`config.mk`:
```
export PLATFORM = sky130hd
export DESIGN_NAME = button_input_ctrl
export DESIGN_NICKNAME = d
export VERILOG_FILES = /design/src/rtl/dino_pkg.sv /design/src/rtl/tick_prescaler.sv /design/src/rtl/button_input_ctrl.sv
export SDC_FILE = /design/constraint.sdc
export NUM_CORES = 1
export LEC_CHECK = 0
export CAP_MARGIN = 20
export CORE_MARGIN = 3
export CORE_UTILIZATION = 40
export CTS_CLUSTER_DIAMETER = 80
export CTS_CLUSTER_SIZE = 8
export DETAILED_ROUTE_END_ITERATION = 8
export GPL_TIMING_DRIVEN = 0
export PLACE_DENSITY = 0.58
export SYNTH_ARGS = -nofsm -noshare
export SYNTH_HDL_FRONTEND = slang
export SYNTH_SLANG_ARGS = --single-unit
```
`constraint.sdc`:
```
create_clock -name clk -period 2.45 [get_ports clk]
set_clock_uncertainty 0.05 [all_clocks]
set_input_delay 0.49 -clock clk [delete_from_list [all_inputs] [get_ports clk]]
set_output_delay 0.49 -clock clk [all_outputs]
set_load 0.01 [all_outputs]
```
`src/rtl/dino_pkg.sv`:
```
// Shared types and default constants for the dino game input path.
package dino_pkg;

  localparam int unsigned TICK_DIV_DEF   = 2048;
  localparam int unsigned HOLD_TICKS_DEF = 8;

  typedef enum logic [1:0] {
    IDLE     = 2'd0,
    JUMP     = 2'd1,
    WAIT_REL = 2'd2,
    DUCK     = 2'd3
  } btn_state_e;

endpackage

```
`src/rtl/tick_prescaler.sv`:
```
// Free-running divider producing a one-cycle strobe every TICK_DIV cycles.
module tick_prescaler #(
  parameter int unsigned TICK_DIV = 2048
) (
  input  logic clk,
  input  logic reset,
  output logic tick
);

  localparam int unsigned CNT_W = $clog2(TICK_DIV);
  localparam logic [CNT_W-1:0] CNT_MAX = CNT_W'(TICK_DIV - 1);
  localparam logic [CNT_W-1:0] CNT_PRE = CNT_W'(TICK_DIV - 2);

  logic [CNT_W-1:0] cnt_q;

  // Counter wraps at TICK_DIV-1; strobe is registered one count early so it
  // is high exactly while the counter holds TICK_DIV-1.
  always_ff @(posedge clk or posedge reset) begin
    if (reset) begin
      cnt_q <= '0;
      tick  <= 1'b0;
    end else begin
      cnt_q <= (cnt_q == CNT_MAX) ? '0 : cnt_q + CNT_W'(1);
      tick  <= (cnt_q == CNT_PRE);
    end
  end

endmodule

```
`src/rtl/button_input_ctrl.sv`:
```
// Paces the button debouncers and turns debounced jump/duck levels into
// game commands (start, short/long jump pulses, duck level).
module button_input_ctrl
  import dino_pkg::*;
#(
  parameter int unsigned TICK_DIV   = TICK_DIV_DEF,
  parameter int unsigned HOLD_TICKS = HOLD_TICKS_DEF
) (
  input  logic clk,
  input  logic reset,
  input  logic game_run,
  input  logic jump_db,
  input  logic duck_db,
  output logic countdown_en,
  output logic start_pulse,
  output logic jump_pulse,
  output logic jump_long,
  output logic duck_out
);

  localparam int unsigned HOLD_W = $clog2(HOLD_TICKS + 1);
  localparam logic [HOLD_W-1:0] HOLD_MAX = HOLD_W'(HOLD_TICKS);

  btn_state_e        state_q, state_d;
  logic [HOLD_W-1:0] hold_q, hold_d;
  logic              jump_q;
  logic              jump_rise;
  logic              start_d, jpulse_d, jlong_d, duck_d;

  // Shared debouncer pacing strobe.
  tick_prescaler #(
    .TICK_DIV (TICK_DIV)
  ) u_prescaler (
    .clk   (clk),
    .reset (reset),
    .tick  (countdown_en)
  );

  assign jump_rise = jump_db & ~jump_q;

  // State, hold counter, edge register and registered command outputs.
  always_ff @(posedge clk or posedge reset) begin
    if (reset) begin
      state_q     <= IDLE;
      hold_q      <= '0;
      jump_q      <= 1'b0;
      start_pulse <= 1'b0;
      jump_pulse  <= 1'b0;
      jump_long   <= 1'b0;
      duck_out    <= 1'b0;
    end else begin
      state_q     <= state_d;
      hold_q      <= hold_d;
      jump_q      <= jump_db;
      start_pulse <= start_d;
      jump_pulse  <= jpulse_d;
      jump_long   <= jlong_d;
      duck_out    <= duck_d;
    end
  end

  // Next-state and next-output decode; jump always takes priority over duck.
  always_comb begin
    state_d  = state_q;
    hold_d   = hold_q;
    start_d  = 1'b0;
    jpulse_d = 1'b0;
    jlong_d  = 1'b0;
    duck_d   = 1'b0;

    if (!game_run) begin
      state_d = IDLE;
      hold_d  = '0;
      start_d = jump_rise;
    end else begin
      unique case (state_q)
        IDLE: begin
          if (jump_rise) begin
            jpulse_d = 1'b1;
            hold_d   = '0;
            state_d  = JUMP;
          end else if (duck_db) begin
            duck_d  = 1'b1;
            state_d = DUCK;
          end
        end

        JUMP: begin
          if (!jump_db) begin
            hold_d  = '0;
            state_d = IDLE;
          end else if (countdown_en) begin
            if (hold_q != HOLD_MAX) begin
              hold_d = hold_q + HOLD_W'(1);
            end
            if (hold_d == HOLD_MAX) begin
              jlong_d = 1'b1;
              state_d = WAIT_REL;
            end
          end
        end

        WAIT_REL: begin
          if (!jump_db) begin
            state_d = IDLE;
          end
        end

        DUCK: begin
          if (jump_rise) begin
            jpulse_d = 1'b1;
            hold_d   = '0;
            state_d  = JUMP;
          end else if (!duck_db) begin
            state_d = IDLE;
          end else begin
            duck_d = 1'b1;
          end
        end

        default: begin
          state_d = IDLE;
          hold_d  = '0;
        end
      endcase
    end
  end

endmodule

```
==> impl_metrics.tcl <==
set metrics [dict create \
    status "complete, no violations" \
    drt_iter0_markers 16 \
    min_to "jump_pulse$_DFF_PP0_" \
    ios 10 \
    dieArea_sq_mm 0.00373 \
    path_cells "inv_1, ha_1, a21oi_1, a211oi_1, o21ai_1, a21oi_2, mux2_4" \
    max-vdd-ir-drop_v 0.000221 \
    synthArstFlopShare_pct 100 \
    gr-total-overflow 0 \
    p_int_uw 560 \
    drive_gt1_share_pct 9.09 \
    vias 841 \
    cts_hold_buf 0 \
    drc 0 \
    post-cts-setup-buffer-count 0 \
    grt_pass1_wl_microns 3480 \
    via_per_inst 5.16 \
    final_util_pct 48.3 \
    seq_area_frac_synth_pct 47.5 \
    maxCapViolations 0 \
    fp.dieH_microns 61.1 \
    final_nets 147 \
    max_freq_mhz 510 \
    power.density_mw_per_mm2 580 \
    fin_tns_setup_ns 0 \
    power_frac_comb_pct 26.1 \
    min_path_type "flip-flop to flip-flop" \
    layout_commonest_cell "dfrtp_1" \
    syn_avg_cell_area_sq_um 10.2 \
    tightestPinTransition_ns 0.856 \
    layout_min_cycle_time_ns 1.96 \
    cts_buffer_depth 2 \
    p_clk_share_pct 21.7 \
    grt_setup_unrepaired "false" \
    critPathLaunchType "flip-flop" \
    switchingPower_uw 233 \
    syn_area_sq_mm 0.00121 \
    cts.sink_count 23 \
    hold_depth 1 \
    crit_arrival_ns 2.12 \
    min_from "jump_q$_DFF_PP0_" \
    multi_input_area_sq_um 588 \
    critPathMaxFanout 7 \
    r2r_start "hold_q[0]$_DFFE_PP0P_" \
    rrSetupSlack_ns 0.49 \
    final-instance-count-excl-fill 163 \
    total_power_uw 793 \
    end_kind "flip-flop" \
    yosys_warnings 0 \
    dp.cells 159 \
    fillers 264 \
    dpl_cell_area_sq_mm 0.00134 \
    cts_tree "done" \
    synth-main-ff-cell "dfrtp_1" \
    coreArea_sq_mm 0.00283 \
    cts_root_buf "clkbuf_4" \
    seq_power_share_pct 52.2 \
    relSlewSlack_pct 42.9 \
    dr.pass1.iters 4 \
    ant_nets 0 \
    period_share_pct 80.1 \
    cts_max_level 1 \
    r2r_end "state_q[0]$_DFFE_PP0P_" \
    seq_area_sq_um 576 \
    critPathSlowestCell "dfrtp_1" \
    die_w_microns 61.1 \
    portBuffers 9 \
    grt_usage_pct 12.6 \
    start_util_pct 42.9 \
    synth_edf_count 0 \
    synth_cell_types 31 \
    clk_pin_slew_ns 0.12 \
    switching_share_pct 29.3 \
    gp_congestion 0.754 \
    clk_latency_ns 0.30 \
    synth_seq_cells 23 \
    grt_max_degree 24 \
    cts_buffers 3 \
    drv_slew 0 \
    setup_viol 0 \
    place_hpwl_microns 1490 \
    syn-instance-count 119 \
    syn-num-nets 133 \
    fin_area_sq_mm 0.00137 \
    post_cts_resize_count 0 \
    diodes 0 \
    worstSetupPathType "flip-flop to flip-flop" \
    final_cell_mix "dfrtp_1 (23), nand2_1 (12), nor2_1 (10), ha_1 (9), clkdlybuf4s50_1 (9)" \
    antenna_found_initial 0 \
    p_leak_nw 0.643 \
    fp-row-count 19 \
    hold_violations 0 \
    critPathMaxStageDelay_ns 0.47 \
    grt_pass1_vias 812 \
    wl_per_cell_microns 12.3 \
    required_ns 2.60 \
    reg2regPathDepth 7 \
    syn_to_final_growth_pct 12.8 \
    startpoint "hold_q[0]$_DFFE_PP0P_" \
    wl_microns 2010 \
]
## flip-flops by register name, summed over array words and instances, names as in the netlist
name               flops
duck_out               1
hold_q                 4
jump_long              1
jump_pulse             1
jump_q                 1
start_pulse            1
state_q                2
u_prescaler.cnt_q     11
u_prescaler.tick       1
## area by class of cell
class	instances	area share, %
Buffer	2	1.37
Clock buffer	4	1.92
Inverter	8	2.20
Multi-Input combinational cell	86	43.0
Sequential cell	23	42.1
Tap cell	31	2.84
Timing Repair Buffer	9	6.59
## cell families after synthesis
family,synth area share [%]
multiplexers,3.71
AO/OA/AOI/OAI,8.67
flip-flops,47.5
AND/OR/NAND/NOR,19.6
buffers and inverters,4.03
adder cells (fa/ha/maj),9.29
XOR/XNOR,7.22
## cell usage after synthesis, drive strengths merged, types with 3 or more instances
| cell type | count | share of area [%] |
|---|---|---|
| xnor2 | 5 | 3.6 |
| xor2 | 5 | 3.6 |
| nor2 | 10 | 3.1 |
| nand3 | 5 | 2.1 |
| nor2b | 4 | 2.1 |
| nand2 | 12 | 3.7 |
| mux2i | 3 | 2.5 |
| ha | 9 | 9.3 |
| dfrtp | 23 | 47 |
| a21oi | 4 | 2.0 |
| inv | 8 | 2.5 |
| o21ai | 8 | 3.3 |
| and3 | 5 | 2.8 |
## per-stage QoR
stage	hold WS, ns	worst slack (ns)
final	0.414	0.488
after detailed placement	0.397	0.408
after global placement	0.401	0.402
after floorplan	0.370	0.689
after CTS	0.420	0.508
after global routing	0.437	0.344
## per-layer routing
layer  part of all wire [%]  up-vias  global-route usage (%)
met2                     50       17                    20.7
met3                    4.2        0                    2.52
li1                       -      430                       -
met5                      0        -                       0
met1                     46      394                    15.4
met4                      0        0                    6.81
## power groups by stage
| stage | clock network (mW) | logic, mW | registers, mW |
|---|---|---|---|
| 3_5_place_dp | 0 | 0.211 | 0.422 |
| 2_1_floorplan | 0 | 0.153 | 0.422 |
| 3_3_place_gp | 0 | 0.208 | 0.422 |
| 6_report | 0.172 | 0.207 | 0.414 |
| 5_1_grt | 0.208 | 0.238 | 0.419 |
| 4_1_cts | 0.187 | 0.211 | 0.415 |
## critical path: cells and delay by family (launching register included)
family                     cells  cell delay [ns]
AOI/OAI and AO/OA              4             0.72
adders and majority gates      1             0.20
buffers and inverters          1             0.12
DFF                            1             0.47
muxes                          1             0.31
## worst max path at each step
stage	end	slack, ns	cells after the start
6_report	state_q[0]$_DFFE_PP0P_	0.49	7
5_1_grt	state_q[0]$_DFFE_PP0P_	0.34	7
4_1_cts	state_q[0]$_DFFE_PP0P_	0.51	7
3_5_place_dp	state_q[0]$_DFFE_PP0P_	0.41	6
3_3_place_gp	state_q[0]$_DFFE_PP0P_	0.40	6
2_1_floorplan	state_q[0]$_DFFE_PP0P_	0.69	7
Power figures use the tool's default switching activity.
